[src/rtl/squeeze_output_ctrl.sv]
// Squeeze output controller: walks the rate words of the Keccak state,
// streams them out truncated to the requested length (valid bytes in the
// high end of the word) and asks for another permutation per exhausted block.
package keccak_pkg;
    localparam int w            = 64;
    localparam int w_byte_size  = w / 8;
    localparam int w_byte_width = $clog2(w_byte_size);
endpackage

module squeeze_output_ctrl
    import keccak_pkg::*;
#(
    parameter int RATE_WORDS = 21,
    parameter int LEN_WIDTH  = 32
) (
    input  logic                          clk,
    input  logic                          rst,
    input  logic                          i_start,
    input  logic [LEN_WIDTH-1:0]          i_out_len,
    output logic [$clog2(RATE_WORDS)-1:0] o_rd_idx,
    input  logic [w-1:0]                  i_rd_word,
    output logic                          o_perm_start,
    input  logic                          i_perm_done,
    output logic                          o_busy,
    output logic                          o_done,
    squeeze_output_ctrl_if.master         o_stream
);
    localparam int IDX_W   = $clog2(RATE_WORDS);
    localparam int BYTES_W = w_byte_width + 1;
    localparam logic [IDX_W-1:0]     LAST_IDX   = IDX_W'(RATE_WORDS - 1);
    localparam logic [LEN_WIDTH-1:0] WORD_BYTES = LEN_WIDTH'(w_byte_size);

    typedef enum logic [2:0] {
        S_IDLE,
        S_EMIT,
        S_PERM_REQ,
        S_PERM_WAIT,
        S_FINISH
    } state_t;

    state_t               r_state, w_state_nxt;
    logic [LEN_WIDTH-1:0] r_remaining, w_remaining_nxt;
    logic [IDX_W-1:0]     r_rd_idx, w_rd_idx_nxt;

    logic                 w_emit;
    logic                 w_last;
    logic [BYTES_W-1:0]   w_bytes;
    logic [w-1:0]         w_mask;

    assign w_emit  = (r_state == S_EMIT);
    assign w_last  = w_emit && (r_remaining <= WORD_BYTES);
    // Short tail word carries the leftover count, otherwise a full word;
    // zero outside EMIT so the stream is quiet when not presenting data.
    assign w_bytes = !w_emit                  ? '0 :
                     (r_remaining < WORD_BYTES) ? r_remaining[BYTES_W-1:0] :
                                                  BYTES_W'(w_byte_size);
    // Keep the top w_bytes bytes; a shift of the full width yields all-ones.
    assign w_mask  = ~({w{1'b1}} >> {w_bytes, 3'b000});

    assign o_stream.dout       = i_rd_word & w_mask;
    assign o_stream.dout_bytes = w_bytes;
    assign o_stream.dout_valid = w_emit;
    assign o_stream.dout_last  = w_last;
    assign o_rd_idx            = r_rd_idx;
    assign o_perm_start        = (r_state == S_PERM_REQ);
    assign o_done              = (r_state == S_FINISH);
    assign o_busy              = w_emit || (r_state == S_PERM_REQ) ||
                                 (r_state == S_PERM_WAIT);

    // State, remaining-byte counter and read index registers.
    always_ff @(posedge clk) begin
        if (rst) begin
            r_state     <= S_IDLE;
            r_remaining <= '0;
            r_rd_idx    <= '0;
        end else begin
            r_state     <= w_state_nxt;
            r_remaining <= w_remaining_nxt;
            r_rd_idx    <= w_rd_idx_nxt;
        end
    end

    // Next-state, counter and index update.
    always_comb begin
        w_state_nxt     = r_state;
        w_remaining_nxt = r_remaining;
        w_rd_idx_nxt    = r_rd_idx;
        case (r_state)
            S_IDLE: begin
                if (i_start) begin
                    w_remaining_nxt = i_out_len;
                    w_rd_idx_nxt    = '0;
                    w_state_nxt     = (i_out_len != '0) ? S_EMIT : S_FINISH;
                end
            end
            S_EMIT: begin
                if (o_stream.dout_ready) begin
                    // w_bytes never exceeds remaining, so no underflow.
                    w_remaining_nxt = r_remaining - LEN_WIDTH'(w_bytes);
                    if (w_last) begin
                        w_state_nxt = S_FINISH;
                    end else if (r_rd_idx == LAST_IDX) begin
                        w_rd_idx_nxt = '0;
                        w_state_nxt  = S_PERM_REQ;
                    end else begin
                        w_rd_idx_nxt = r_rd_idx + 1'b1;
                    end
                end
            end
            S_PERM_REQ:  w_state_nxt = S_PERM_WAIT;
            S_PERM_WAIT: if (i_perm_done) w_state_nxt = S_EMIT;
            S_FINISH:    w_state_nxt = S_IDLE;
            default:     w_state_nxt = S_IDLE;
        endcase
    end
endmodule

[src/rtl/squeeze_output_ctrl_if.sv]
// Output word stream of the squeeze path: data word, valid-byte count,
// last-word flag and a valid/ready handshake.
interface squeeze_output_ctrl_if #(
    parameter int W  = 64,
    parameter int BW = 4
);
    logic [W-1:0]  dout;
    logic [BW-1:0] dout_bytes;
    logic          dout_valid;
    logic          dout_ready;
    logic          dout_last;

    modport master (
        output dout,
        output dout_bytes,
        output dout_valid,
        output dout_last,
        input  dout_ready
    );

    modport slave (
        input  dout,
        input  dout_bytes,
        input  dout_valid,
        input  dout_last,
        output dout_ready
    );
endinterface

[src/flat_wrapper.sv]
// flat-port wrapper written by rule: the top's interface ports become plain ports
module squeeze_output_ctrl_flat import keccak_pkg::*;
#(
    parameter int RATE_WORDS = 21,
    parameter int LEN_WIDTH  = 32
)
  (clk, rst, i_start, i_out_len, o_rd_idx, i_rd_word, o_perm_start, i_perm_done, o_busy, o_done, o_stream_dout, o_stream_dout_bytes, o_stream_dout_valid, o_stream_dout_last, o_stream_dout_ready);
  squeeze_output_ctrl_if #(.W(w), .BW(w_byte_width + 1)) o_stream_i ();
  input  logic clk;
  input  logic rst;
  input  logic i_start;
  input  logic [LEN_WIDTH-1:0] i_out_len;
  output logic [$clog2(RATE_WORDS)-1:0] o_rd_idx;
  input  logic [w-1:0] i_rd_word;
  output logic o_perm_start;
  input  logic i_perm_done;
  output logic o_busy;
  output logic o_done;
  output wire logic [$bits(o_stream_i.dout)-1:0] o_stream_dout;
  output wire logic [$bits(o_stream_i.dout_bytes)-1:0] o_stream_dout_bytes;
  output wire logic [$bits(o_stream_i.dout_valid)-1:0] o_stream_dout_valid;
  output wire logic [$bits(o_stream_i.dout_last)-1:0] o_stream_dout_last;
  input wire logic [$bits(o_stream_i.dout_ready)-1:0] o_stream_dout_ready;
  assign o_stream_dout = o_stream_i.dout;
  assign o_stream_dout_bytes = o_stream_i.dout_bytes;
  assign o_stream_dout_valid = o_stream_i.dout_valid;
  assign o_stream_dout_last = o_stream_i.dout_last;
  assign o_stream_i.dout_ready = o_stream_dout_ready;
  squeeze_output_ctrl #(.RATE_WORDS(RATE_WORDS), .LEN_WIDTH(LEN_WIDTH)) u_core (.clk(clk), .rst(rst), .i_start(i_start), .i_out_len(i_out_len), .o_rd_idx(o_rd_idx), .i_rd_word(i_rd_word), .o_perm_start(o_perm_start), .i_perm_done(i_perm_done), .o_busy(o_busy), .o_done(o_done), .o_stream(o_stream_i));
endmodule
[config.mk]
export PLATFORM = sky130hd
export DESIGN_NAME = squeeze_output_ctrl_flat
export DESIGN_NICKNAME = d
export VERILOG_FILES = /design/src/rtl/squeeze_output_ctrl.sv /design/src/rtl/squeeze_output_ctrl_if.sv /design/src/flat_wrapper.sv
export SDC_FILE = /design/constraint.sdc
export NUM_CORES = 1
export LEC_CHECK = 0
export ABC_AREA = 1
export CAP_MARGIN = 5
export CORE_AREA = 2 2 103 105
export DETAILED_ROUTE_END_ITERATION = 6
export DIE_AREA = 0 0 105 107
export HOLD_SLACK_MARGIN = 0.08
export PLACE_DENSITY = 0.79
export SKIP_CTS_REPAIR_TIMING = 1
export SLEW_MARGIN = 20
export SYNTH_ARGS = -nofsm -noshare
export SYNTH_HDL_FRONTEND = slang
export SYNTH_SLANG_ARGS = --single-unit
[constraint.sdc]
create_clock -name clk -period 3.4 [get_ports clk]
set_input_delay 0.51 -clock clk [delete_from_list [all_inputs] [get_ports clk]]
set_output_delay 0.51 -clock clk [all_outputs]
set_load 0.01 [all_outputs]
# Word level (Yosys, flattened, before mapping)
# Index checks and enable logic that the tools add are counted.
[totals] input_bits=101 elab_cells=46 ff_bits=40 output_inout_bits=78
[op_classes] eq_ne=10 mux=17 reduce_logical=9 shifts=1 magnitude_cmp=2 bitwise_logic=2 n_addsub=2
[ops] cell="AND 64 bit" count=1
[ops] cell="two-way mux 32 bit" count=2
[ops] cell="inverter 64 bit" count=1
[ops] cell="case mux 32 bit (2 select lines)" count=1
[ops] cell=">> shifter 64 x 7 -> 64 bit (first input constant)" count=1
[ops] cell="less-or-equal comparator 32 x 4 -> 1 bit (second input constant)" count=1
[ops] cell="< comparator 32 x 4 -> 1 bit (second input constant)" count=1
[ops] cell="nonzero test 32 bit" count=1
[ops] cell="subtractor 32 x 4 -> 32 bit" count=1
[ops] cell="two-way mux 5 bit" count=4
[ops] cell="two-way mux 3 bit" count=6
[ops] cell="case mux 3 bit (4 select lines)" count=1
[ops] cell="case mux 5 bit (2 select lines)" count=1
[ops] cell="two-way mux 4 bit" count=2
[ops] cell="!= test 2 bit (second input constant)" count=4
[ops] cell="AND reduction 4 bit" count=2
[ops] cell="== test 3 x 2 -> 1 bit (second input constant)" count=2
[ops] cell="adder 5 x 1 -> 5 bit (second input constant)" count=1
[ops] cell="== test 5 bit (second input constant)" count=1
[ops] cell="== test 3 x 1 -> 1 bit (second input constant)" count=1
[ops] cell="== test 3 bit (second input constant)" count=1
[ops] cell="zero test 3 bit" count=1
[ops] cell="!= test 3 bit (second input constant)" count=1
[ops] cell="AND reduction 3 bit" count=1
[ops] cell="other kinds (3)" count=4

# Logic depth before layout (Yosys ltp)
# Gate-level depths: netlist (run 1).
[logic_depth] depth_word=6 ltp_mapped=19 depth_no_buf=19

# Worst setup path before layout (run 1)
# No wires, ideal clock.
[synth_path] kind="flip-flop to flip-flop" startpoint="register u_core.r_remaining[12]" endpoint="register u_core.r_remaining[28]" setup_ps=70 required_ps=3330 setup_slack_ps=597 n_path_buf=0 synth_period_minus_slack_ps=2803 stages_incl_launch_ff=19 arrival_time_ps=2732 cell_sequence="dfxtp_1 > nor2_2 > nand2_2 > nor2_2 > nand2_2 > nor2_4 > inv_2 > nor3_1 > fa_1 > inv_1 > nand2_1 > nand3_1 > nand2_1 > nand2_1 > nor2_1 > nand2_1 > o21ai_0 > nand2_1 > a21oi_1"
[synth_via] elab_chain_cells=6
[synth_rtl] item="start, declared" line="squeeze_output_ctrl.sv:42" text="logic [LEN_WIDTH-1:0] r_remaining, w_remaining_nxt;"
[synth_rtl] item="start signal, assigned" line="squeeze_output_ctrl.sv:78" text="r_remaining <= w_remaining_nxt;"
[synth_rtl] item="< comparator 32 x 4 -> 1 bit" line="squeeze_output_ctrl.sv:55" text="(r_remaining < WORD_BYTES) ? r_remaining[BYTES_W-1:0] :"
[synth_rtl] item="two-way mux 4 bit" line="squeeze_output_ctrl.sv:55"
[synth_rtl] item="two-way mux 4 bit" line="squeeze_output_ctrl.sv:54" text="assign w_bytes = !w_emit ? '0 :"
[synth_rtl] item="net o_stream_dout_bytes[1]" line="flat_wrapper.sv:20" text="output wire logic [$bits(o_stream_i.dout_bytes)-1:0] o_stream_dout_bytes;"
[synth_rtl] item="subtractor 32 x 4 -> 32 bit" line="squeeze_output_ctrl.sv:99" text="w_remaining_nxt = r_remaining - LEN_WIDTH'(w_bytes);"
[synth_rtl] item="two-way mux 32 bit" line="squeeze_output_ctrl.sv:97" text="if (o_stream.dout_ready) begin"
[synth_rtl] item="case mux 32 bit (2 select lines)" line="squeeze_output_ctrl.sv:88" text="case (r_state)"
# The timed path passes the listed nets, and every way through them passes these cells. The select of a mux whose other input is x is not followed.
# A chain may end at the register's enable or synchronous reset.

# Worst setup path in the final report (run 1)
[layout_path] startpoint="register u_core.r_remaining[19]" endpoint="output o_stream_dout[25]"
[layout_via] elab_chain_cells=6
[layout_rtl] item="< comparator 32 x 4 -> 1 bit" line="squeeze_output_ctrl.sv:55"
[layout_rtl] item="two-way mux 4 bit" line="squeeze_output_ctrl.sv:55"
[layout_rtl] item="two-way mux 4 bit" line="squeeze_output_ctrl.sv:54"
[layout_rtl] item=">> shifter 64 x 7 -> 64 bit" line="squeeze_output_ctrl.sv:58" text="assign w_mask = ~({w{1'b1}} >> {w_bytes, 3'b000});"
[layout_rtl] item="inverter 64 bit" line="squeeze_output_ctrl.sv:58"
[layout_rtl] item="AND 64 bit" line="squeeze_output_ctrl.sv:60" text="assign o_stream.dout = i_rd_word & w_mask;"
[layout_rtl] item="end, declared" line="flat_wrapper.sv:19" text="output wire logic [$bits(o_stream_i.dout)-1:0] o_stream_dout;"
# No other way between the ends.

==> summary.md, run 1 <==
| Metric | Value |
|---|---|
| Antenna violations before repair | 1 |
| CP max stage delay | 0.49 ns |
| RSZ-0062 raised after global routing | false |
| Initial core utilization | a little under two fifths |
| Synthesis-stage register bit count | 40 |
| Synth Area in Compound Gates | around 15% |
| CP max stage cell | clkdlybuf4s50_1 |
| FF-to-FF path depth | 18 |
| WP data required | roughly 2.9 ns |
| Num CTS Buffers | 5 |
| Port Buf Inserts | around 180 |
| Area Growth Syn to Fin | 52.0% |
| First-pass GRT wire length | between 20000 and 25000 um |
| Least-Margin Pin Slew | about 0.55 ns |
| Synthesized Nets | roughly 800 |
| Leakage Power | roughly 0.0026 uW |
| Total number of vias | 4867 |
| FF-to-FF Start | u_core.r_remaining[19] |
| Peak supply drop | 0.000255 V |
| Main combinational cell family by area after synthesis | simple AND/OR/NAND/NOR gates |
| Slew Viols, Final | 0 |
| Hold path depth | 2 |
| Skew final | 0.0137 ns |
| Met3 WL | about 1200 um |
| Status | finished clean |
| XOR/XNOR Fraction of Synth Area | less than 1% |
| Worst EP arrival | about 2.6 ns |
| H-Tree Depth | 2 |
| First drt pass iteration count | 6 |
| Startpoint types | register |
| Top fanout value on the critical path | 11 |
| 1st-iter DRT viols | 400 |
| Synth Area per Inst | roughly 5.5 um2 |
| Final core occ | between 50% and 60% |
| Layout cells sized above 1 | ~5.7% |
| Min-delay worst type | register to register |
| Top cells by area, synth | dfxtp_1 21%, nand2_1 17%, nor2_1 13% |
| Synth Warn # | 0 |
| Die area | around 11000 um2 |
| Share of the synthesized area in the top cell type | a little over a fifth |
| Setup violations, final | 0 |
| Rows | 37 |
| Synthesized area | between 3000 and 4000 um2 |
| Critical path depth | 11 |
| Fin cells | 996 |
| Sequential element share of the synthesized area | a little over a fifth |
| PD cells | 636 nW/um2 |
| Global route overflow | 0 |
| Deepest clock path buffer count | 2 |
| Fin crit period | ~3.1 ns |
| # fillers | 1018 |
| Crit. End Element | output pin |
| Crit path max-delay family | simple AND/OR/NAND/NOR gates |
| Worst-path clk slew | around 0.08 ns |
| IO Pins | 179 |
| Uppermost routed layer | met4 |
| DRT met1 WL | just under 6000 um |
| Drt wl/cell | 14.3 um |
| Final period utilization | around nine tenths |
| DRC Markers | 0 |
| Clock sink total | 40 |
| Total routing usage reported by global routing | about a quarter |
| R2R Setup Slk | 0.30 ns |
| Synth Area in Simple Gates | approximately 45% |
| Endpoints failing hold | 0 |
| CP Class | register to output pin |
| Post-Synthesis Cells | 690 |
| Commonest non-fill, non-tap cell in the layout | clkdlybuf4s50_1 |
| Post-synth top area cell | dfxtp_1 |
| Final WL | roughly 14000 um |
| DR WL met2 | roughly 7000 um |
| Std-Cell Core Area | 10100 um2 |
| Clock Latency Late Sink | 0.31 ns |
| Largest net degree at the start of global routing | 37 |
| Die Y | around 110 um |
| Detailed Place HPWL | between 10000 and 15000 um |
| Worst R2R End | u_core.r_remaining[30] |
| Placed instance count | around 990 |
| Setup_tns | 0 ns |
| Crit path capture | o_stream_dout[25] |
| RePlAce Congestion | between 0.9 and 1 |
| Count of different cell masters after synthesis | roughly 40 |
| Final hold slack | 0.470 ns |
| Post-Synth Adder-Cell Area | roughly 2.5% |
| Die span in x | 105 um |
| Root buffer cell | clkbuf_8 |
| Highest clock rate | approximately 0.32 GHz |
| Antenna violation net count after detailed routing | 0 |
| NumNets Final | approximately 970 |
| Commonest non-fill, non-tap cells in the layout | 178 x clkdlybuf4s50_1, 176 x nand2_1, 131 x nor2_1 |
| Crit-path cells | nor2_1, nand2_1, nor2_1, nand2_1, nor2_4, nor2_4, inv_2, o21ai_1, nor2_4, nor2_1, clkdlybuf4s50_1 |
| Crit path from | u_core.r_remaining[19] |
| Slew HR | roughly 63% |
| Max-cap viol count | 0 |
| Mux contribution to synthesized area | 0% |
| Buf/Inv on CP | 2 |
| CTS tree | yes |
| Vias per cell | 4.89 |
| Vias in the first global route | 4531 |
-- per-layer routing --
layer,GRT usage [%],up-vias
met4,7.05,0
met5,0,-
met3,5.29,17
met1,29.6,2171
li1,-,2481
met2,45.5,198
-- per-stage QoR --
step                setup WS [ns]  total power, uW  cell area (um2)
finish                      0.280             3660             5760
global route               0.0480             4000             5760
CTS                         0.185             3650             5750
detailed placement          0.389             3330             5670
global placement            0.438             3320             5670
floorplan                   0.597             2430             3790
-- power breakdown --
part	leakage [uW]	switching (uW)	internal [uW]	total, uW
Combinational	0.00227	1580	986	2570
Clock	0.0000410	181	140	321
Sequential	0.000329	168	608	776
Total	0.00264	1930	1730	3660
-- worst reg2reg max path, stage by stage, from the launching register on --
cell     delay [ns]
dfxtp_1        0.36
nor2_1         0.13
nand2_1        0.14
nor2_1         0.13
nand2_1        0.13
nor2_4         0.21
inv_2          0.11
nor3_4         0.20
ha_1           0.23
fa_1           0.18
inv_1          0.06
nand3_1        0.08
nand3_1        0.19
nor2_1         0.45
nand2_1        0.11
nand2_1        0.08
nand3_1        0.07
nand2_1        0.08
a21oi_1        0.05
-- cell type report --
| cell class | count | area [um2] | share of cell area, % |
|---|---|---|---|
| sequential | 40 | 801 | 13.9 |
| clock inverter | 1 | 5.00 | 0.0868 |
| multi-input combinational | 510 | 2440 | 42.3 |
| antenna | 1 | 2.50 | 0.0434 |
| clock buffer | 6 | 72.6 | 1.26 |
| inverter | 118 | 445 | 7.73 |
| tap | 136 | 170 | 2.95 |
| timing repair buffer | 184 | 1830 | 31.7 |
-- how the worst min path moves through the flow --
stage                     slack (ns)                      to                    from
final                           0.47  u_core.r_remaining[23]  u_core.r_remaining[23]
after global routing            0.50  u_core.r_remaining[26]  u_core.r_remaining[26]
after CTS                       0.48  u_core.r_remaining[23]  u_core.r_remaining[23]
after detailed placement        0.46  u_core.r_remaining[23]  u_core.r_remaining[23]
after global placement          0.45  u_core.r_remaining[23]  u_core.r_remaining[23]
after floorplan                 0.44  u_core.r_remaining[23]  u_core.r_remaining[23]
-- logic make-up after synthesis --
kind of cell / Yosys count
AOI/OAI and AO/OA: 101
xor gates and xnor gates: 3
adders and majority gates: 7
buffers and inverters: 140
DFF: 40
and+or+nand+nor: 399
-- state kept, by name, indices dropped and copies added, names as in the netlist --
register	flops
u_core.o_rd_idx	5
u_core.r_remaining	32
u_core.r_state	3
-- synth_stat cells, drive strengths merged --
library cell,instances
o31ai,2
nand2,179
buf,15
a31o,1
inv,118
o211ai,2
nor2,147
dfxtp,40
a21oi,43
nand4,14
xnor2,1
clkbuf,7
nand3b,4
o21a,4
a21boi,8
o21ai,38
nand3,45
nor3,5
nor3b,1
fa,1
a31oi,3
ha,6
xor2,2
or2,4
Note: power is estimated with default switching activity, not from simulation.
==> run 2, diff against run 1 <==
Settings changed: CAP_MARGIN 5 to unset, CTS_CLUSTER_DIAMETER set to 150.
==> results of run 2 <==
The final DEF is identical to that of run 1; final timing and power are the same.
